==> src/rtl/cmd_pkg.sv <==
// Shared command-path definitions: frame width/type, default sync word, arbiter states.
package cmd_pkg;

   localparam int unsigned FRAME_W = 16;

   typedef logic [FRAME_W-1:0] frame_t;

   localparam frame_t DEFAULT_SYNC_WORD = 16'h817E;

   typedef enum logic {
      IDLE = 1'b0,
      RUN  = 1'b1
   } state_t;

endpackage

==> src/rtl/cmd_rr_select.sv <==
// Combinational round-robin picker: first set request at or after i_ptr wins,
// o_next_ptr points one past the winner with wrap-around.
module cmd_rr_select #(
   parameter int unsigned N = 2,
   parameter int unsigned W = (N > 1) ? $clog2(N) : 1
) (
   input  logic [N-1:0] i_req,
   input  logic [W-1:0] i_ptr,
   output logic [N-1:0] o_grant,
   output logic         o_valid,
   output logic [W-1:0] o_next_ptr
);

   always_comb begin
      int unsigned w_idx;
      logic [W-1:0] w_sel;
      o_grant    = '0;
      o_valid    = 1'b0;
      o_next_ptr = i_ptr;
      w_idx      = 0;
      w_sel      = '0;
      for (int unsigned k = 0; k < N; k++) begin
         w_idx = 32'(i_ptr) + k;
         if (w_idx >= N) w_idx = w_idx - N;
         w_sel = W'(w_idx);
         if (!o_valid && i_req[w_sel]) begin
            o_valid        = 1'b1;
            o_grant[w_sel] = 1'b1;
            o_next_ptr     = (w_idx == N - 1) ? '0 : W'(w_idx + 1);
         end
      end
   end

endmodule

==> src/rtl/cmd_arbiter.sv <==
// Command-line arbiter/serializer: requester 0 fixed priority, 1..NREQ-1 round-robin,
// packets locked until LAST. Optional forced sync insertion via CMD_ARB_FORCE_SYNC_EN.
module cmd_arbiter
   import cmd_pkg::*;
#(
   parameter int unsigned NREQ          = 3,
   parameter frame_t      SYNC_WORD     = DEFAULT_SYNC_WORD,
   parameter int unsigned SYNC_INTERVAL = 32
) (
   input  logic                    CMD_CLK,
   input  logic                    CMD_RST,
   input  logic                    EN,
   input  logic [NREQ-1:0]         REQ_VALID,
   input  logic [FRAME_W*NREQ-1:0] REQ_DATA,
   input  logic [NREQ-1:0]         REQ_LAST,
   output logic [NREQ-1:0]         REQ_READY,
   output logic [NREQ-1:0]         GRANT,
   output logic                    CMD_SERIAL_OUT,
   output logic                    CMD_OUTPUT_EN,
   output logic                    BUSY
);

   localparam int unsigned NRR = NREQ - 1;
   localparam int unsigned PW  = $clog2(NREQ);
   localparam int unsigned RW  = (NRR > 1) ? $clog2(NRR) : 1;

   if (NREQ < 2 || NREQ > 8 || SYNC_INTERVAL == 0) begin : g_param_check
      $error("cmd_arbiter: NREQ must be 2..8 and SYNC_INTERVAL nonzero");
   end

   state_t          r_state, w_state_nxt;
   logic [3:0]      r_bit_cnt;
   frame_t          r_shift;
   logic            r_serial, r_oen, r_busy;
   logic [NREQ-1:0] r_ready, r_grant;
   logic            r_lock;
   logic [PW-1:0]   r_owner, r_rr_ptr;

   logic            w_load, w_take, w_rr_take, w_last, w_force;
   logic [PW-1:0]   w_win, w_rr_win;
   frame_t          w_frame;
   logic [RW-1:0]   w_rr_ptr, w_rr_next;
   logic [NRR-1:0]  w_rr_grant;
   logic            w_rr_valid;

   // The round-robin pointer is kept as an absolute requester index (1..NREQ-1).
   assign w_rr_ptr = RW'(r_rr_ptr - PW'(1));

   cmd_rr_select #(
      .N (NRR),
      .W (RW)
   ) u_rr (
      .i_req      (REQ_VALID[NREQ-1:1]),
      .i_ptr      (w_rr_ptr),
      .o_grant    (w_rr_grant),
      .o_valid    (w_rr_valid),
      .o_next_ptr (w_rr_next)
   );

   always_comb begin
      w_rr_win = '0;
      for (int unsigned i = 0; i < NRR; i++)
         if (w_rr_grant[i]) w_rr_win = PW'(i + 1);
   end

`ifdef CMD_ARB_FORCE_SYNC_EN
   logic [31:0] r_data_cnt;

   assign w_force = (r_data_cnt >= SYNC_INTERVAL);

   always_ff @(posedge CMD_CLK or posedge CMD_RST) begin
      if (CMD_RST)     r_data_cnt <= '0;
      else if (w_load) r_data_cnt <= w_take ? r_data_cnt + 32'd1 : '0;
   end
`else
   assign w_force = 1'b0;
`endif

   always_comb begin
      w_state_nxt = r_state;
      w_load      = 1'b0;
      case (r_state)
         IDLE: if (EN) begin
            w_load      = 1'b1;
            w_state_nxt = RUN;
         end
         RUN: if (r_bit_cnt == 4'd15) begin
            if (EN) w_load = 1'b1;
            else    w_state_nxt = IDLE;
         end
      endcase
   end

   always_ff @(posedge CMD_CLK or posedge CMD_RST) begin
      if (CMD_RST) r_state <= IDLE;
      else         r_state <= w_state_nxt;
   end

   always_comb begin
      w_take    = 1'b0;
      w_rr_take = 1'b0;
      w_win     = '0;
      if (!w_force) begin
         if (r_lock) begin
            if (REQ_VALID[r_owner]) begin
               w_take = 1'b1;
               w_win  = r_owner;
            end
         end else if (REQ_VALID[0]) begin
            w_take = 1'b1;
         end else if (w_rr_valid) begin
            w_take    = 1'b1;
            w_rr_take = 1'b1;
            w_win     = w_rr_win;
         end
      end
      w_frame = w_take ? REQ_DATA[32'(w_win)*FRAME_W +: FRAME_W] : SYNC_WORD;
      w_last  = REQ_LAST[w_win];
   end

   always_ff @(posedge CMD_CLK or posedge CMD_RST) begin
      if (CMD_RST) begin
         r_bit_cnt <= '0;
         r_shift   <= '0;
         r_serial  <= 1'b0;
         r_oen     <= 1'b0;
         r_busy    <= 1'b0;
         r_ready   <= '0;
         r_grant   <= '0;
         r_lock    <= 1'b0;
         r_owner   <= '0;
         r_rr_ptr  <= PW'(1);
      end else begin
         r_ready <= '0;
         r_busy  <= (w_state_nxt == RUN);
         if (w_load) begin
            r_bit_cnt <= '0;
            r_serial  <= w_frame[FRAME_W-1];
            r_shift   <= {w_frame[FRAME_W-2:0], 1'b0};
            r_oen     <= 1'b1;
            if (w_take) begin
               r_ready <= NREQ'(1) << w_win;
               if (w_last) begin
                  r_lock  <= 1'b0;
                  r_grant <= '0;
               end else begin
                  r_lock  <= 1'b1;
                  r_owner <= w_win;
                  r_grant <= NREQ'(1) << w_win;
               end
               if (w_rr_take) r_rr_ptr <= PW'(w_rr_next) + PW'(1);
            end
         end else if (r_state == RUN) begin
            if (r_bit_cnt == 4'd15) begin
               r_bit_cnt <= '0;
               r_serial  <= 1'b0;
               r_oen     <= 1'b0;
            end else begin
               r_bit_cnt <= r_bit_cnt + 4'd1;
               r_serial  <= r_shift[FRAME_W-1];
               r_shift   <= {r_shift[FRAME_W-2:0], 1'b0};
            end
         end
      end
   end

   assign REQ_READY      = r_ready;
   assign GRANT          = r_grant;
   assign CMD_SERIAL_OUT = r_serial;
   assign CMD_OUTPUT_EN  = r_oen;
   assign BUSY           = r_busy;

endmodule

==> config.mk <==
export PLATFORM = sky130hd
export DESIGN_NAME = cmd_arbiter
export DESIGN_NICKNAME = d
export VERILOG_FILES = /design/src/rtl/cmd_pkg.sv /design/src/rtl/cmd_rr_select.sv /design/src/rtl/cmd_arbiter.sv
export SDC_FILE = /design/constraint.sdc
export NUM_CORES = 1
export LEC_CHECK = 0
export BUFFER_PORTS_ARGS = -buffer_cell sky130_fd_sc_hd__clkbuf_2
export CAP_MARGIN = 10
export CORE_MARGIN = 2
export CORE_UTILIZATION = 35
export CTS_BUF_LIST = sky130_fd_sc_hd__clkbuf_4 sky130_fd_sc_hd__clkbuf_8 sky130_fd_sc_hd__clkbuf_16
export DETAILED_ROUTE_END_ITERATION = 8
export PLACE_DENSITY = 0.65
export SYNTH_ARGS = -nofsm -noshare
export SYNTH_HDL_FRONTEND = slang
export SYNTH_SLANG_ARGS = --single-unit
==> constraint.sdc <==
create_clock -name CMD_CLK -period 1.8 [get_ports CMD_CLK]
set_clock_uncertainty 0.05 [all_clocks]
set_input_delay 0 -clock CMD_CLK [delete_from_list [all_inputs] [get_ports CMD_CLK]]
set_output_delay 0 -clock CMD_CLK [all_outputs]
set_load 0.05 [all_outputs]
==> qor.yml <==
routing:
  postRouteAntennaNets: 0
  total_detailed_routing_wirelength_mm: 5.86
  avgRoutedWirePerCell_um: 14.8
  drc: 0
  detailedRoute.firstIterationViolations: 95
  average_via_count_per_standard_cell: 5.21
  drtPass1Iterations: 4
  via_count: 2064
floorplanning:
  rows: 26
  die_area_sq_mm: 0.00575
  io_pins: 66
  initial_utilization_pct: 35.8
  die_y_um: 75.8
  core_area_sq_mm: 0.00504
  dieWidth_um: 75.8
worst_setup_path:
  worst_ep_arrival_time_ps: 1890
  crit_path_cell_trace: "and4b_2, a31o_4, mux2i_1, and2_1, o32a_1"
  worst_ep_required_time_ps: 1910
  critical-path-slowest-cell: "dfrtp_2"
  critical_path_peak_fanout: 6
  path_class: "register to register"
  critPathTopFamily: "compound AO/OA/AOI/OAI gates"
  reg2reg_setup_slack_ps: 30
  critical_path.max_stage_delay_ps: 460
  r2r_start: "r_owner[0]"
  reg2regPathDepth: 5
  regToRegEndpoint: "r_lock"
  cp.buffers_inverters: 0
  cp-start-kind: "register"
  worst-path-stages: 5
  endpoint_kind: "register"
global_routing:
  grt_max_degree: 33
  grt_pass1_vias: 2061
  grt_pass1_wl_mm: 9.55
  all_layer_gr_usage_pct: 22.4
  grt_overflow_total: 0
  number_of_antenna_violations_at_the_first_check_in_global_routing: 0
logic_synthesis:
  synthesis.yosys.warnings: 0
  synth.area.mux_share_pct: 2.29
  synth_compound_area_share_pct: 31.5
  synth_async_sr_flop_share_pct: 100
  syn-cell-area_sq_mm: 0.00181
  largest_area_contributor_in_the_synthesized_netlist: "dfrtp_1"
  post_synth_and_or_nand_nor_area_fraction_pct: 16.2
  yosys-top-cells-area: "dfrtp_1, a21oi_1, o21ai_0, a22oi_1, nand2_1"
  synth_sequential_area_ratio_pct: 44.4
  synthesized_area_fraction_occupied_by_xor_and_xnor_cells_pct: 0
  synth-edff-count: 0
  synth_area_in_adders_pct: 0.693
  synthesis.instances: 200
  synth_top_family_by_area: "compound AO/OA/AOI/OAI gates"
  share_of_yosys_cell_area_claimed_by_the_top_area_cell_type_pct: 43.0
  ys_ff_latch: 32
  avgSynthCellArea_sq_um: 9.03
  ys.flop_type: "dfrtp_1"
  synth_fp_nets: 258
  ys_types: 46
min_path:
  hold_path_class: "input port to register"
  hold_path.startpoint: "REQ_DATA[21]"
  hold-path-endpoint: "r_shift[6]"
  holdPathStages: 3
pwr:
  p_sw_share_pct: 38.6
  vdd_drop_max_v: 0.000541
  seq_power_share_pct: 35.8
  powerDensity_mw_per_mm2: 1110
  total_power_mw: 3.21
  p_leak_nw: 1.39
  clock_power_share_pct: 19.0
  power.internal_mw: 1.97
  p_switching_mw: 1.24
  power_frac_comb_pct: 45.2
run:
  drv.max_cap_violation_count: 0
timing:
  pin_slew_with_the_least_headroom_to_its_limit_ps: 448
  min_period_ps: 1770
  rsz_0062_raised_after_global_routing: "yes"
  total_count_of_hold_check_failures_in_the_final_report: 0
  peak_clock_frequency_supported_by_timing_ghz: 0.565
  final_slew_violations: 0
  timing.slew.headroom_pct: 69.8
  report.final.setup_viol: 0
  final.period_utilization_pct: 98.4
finish:
  layout.cells.most_common: "clkbuf_2"
  flow.area_growth_from_synthesis_pct: 60.8
  final_core_util_pct: 57.6
  layoutNonFillerInstCount: 396
  finalNetCount: 383
  final_cell_mix: "clkbuf_2, dlygate4sd3_1, dfrtp_1, a21oi_1, buf_4"
  n_fill_cell: 441
  reg_area_sq_um: 807
  footprint_of_the_multi_input_gates_sq_um: 956
  insertedDiodeCount: 0
  layout-drive-gt1-share_pct: 34.7
clocking:
  ctsHtreeMaxLevel: 2
  longest_clk_path_bufs: 2
  clock_sinks: 32
  numCtsBuffers: 5
  cts.repair_timing.setup_buffer_count: 0
  worst_setup_hold_path_clk_slew_ps: 70
  clock_tree.root_cell: "clkbuf_8"
  tritoncts: "yes"
  insertion_delay_ps: 290
placed_design:
  finalWeightedCongestion: 0.884
  port-buffer-count: 65
  dp_cells: 345
  place.detailed.hpwl_mm: 3.93
status:
  run_status: "completed"
==> synth_stat cells, drive strengths merged, types with 2 or more instances <==
master   n
a21oi   28
and3     2
buf      7
clkbuf   6
nand2b   2
a221oi   3
and2     4
inv      5
mux2i    3
nand3    8
a21o     4
nor2    11
a22oi   11
or3      7
a31o     2
o21ai   20
and4b    2
a31oi    7
nand2   13
nor2b    2
o22ai    3
nand4    3
dfrtp   31
==> power by group through the flow <==
stage,sequential [mW],combinational [mW],clock (mW)
2_1_floorplan,1.24,0.766,0
3_3_place_gp,1.14,1.32,0
3_5_place_dp,1.14,1.34,0
4_1_cts,1.13,1.42,0.623
5_1_grt,1.17,1.61,0.662
6_report,1.15,1.45,0.611
==> how the worst max path moves through the flow <==
stage	endpoint	slack [ps]	startpoint
global placement	r_lock	60	r_owner[0]
CTS	r_owner[0]	20	r_bit_cnt[0]
floorplan	r_shift[15]	50	r_bit_cnt[0]
global route	r_lock	-30	r_lock
finish	r_lock	30	r_owner[0]
detailed placement	r_owner[0]	60	r_bit_cnt[0]
==> kinds of logic (layout without fill, tap and decap cells) <==
| group | Yosys count | after routing |
|---|---|---|
| DFF | 32 | 32 |
| buffers and inverters | 18 | 144 |
| muxes | 4 | 4 |
| adders and majority gates | 1 | 1 |
| and+or+nand+nor | 56 | 56 |
| AOI/OAI and AO/OA | 89 | 89 |
==> registers in the layout, indices dropped and copies added, names as in the netlist <==
name,cells
r_rr_ptr,1
CMD_SERIAL_OUT,1
r_lock,1
GRANT,3
r_bit_cnt,4
r_shift,15
REQ_READY,3
CMD_OUTPUT_EN,1
BUSY,1
r_owner,2
==> through the flow <==
stage,cell area (sq um),worst slack (ps),hold WS (ps),TNS [ps]
6_report,2900,29.3,2.58,0
5_1_grt,2900,-34.4,8.79,-120
4_1_cts,2860,18.5,4.11,0
3_5_place_dp,2320,57.9,50.2,0
3_3_place_gp,2320,59.8,46.0,0
2_1_floorplan,1810,53.9,65.4,0
==> final cells by class <==
class                      count  share of cell area, %
timing repair buffer         131                   32.2
inverter                       5                  0.647
multi-input combinational    150                   32.9
clock buffer                   8                   3.36
tap                           70                   3.02
sequential                    32                   27.8
==> tightest hold or removal path, delay by kind of cell <==
family | cells | cell delay (ps)
AOI/OAI and AO/OA | 2 | 220
buffers and inverters | 1 | 80
==> metal layers <==
| metal | part of all wire [%] | wire length [um] | vias up | track usage [%] |
|---|---|---|---|---|
| met5 | 0 | 0 | - | 0 |
| met4 | 1.6 | 94 | 0 | 8.38 |
| met3 | 5.7 | 333 | 11 | 4.63 |
| met2 | 49 | 2900 | 67 | 36.0 |
| met1 | 43 | 2540 | 971 | 29.7 |
| li1 | - | - | 1015 | - |
==> timing repair <==
action / 4_1_cts / 5_1_grt
setup endpoints to repair: 0 / 22
gates resized for setup: 0 / 12
endpoints found under the hold margin: 51 / 0
hold buffers: 44 / 0
Note: power is estimated with default switching activity, not from simulation.
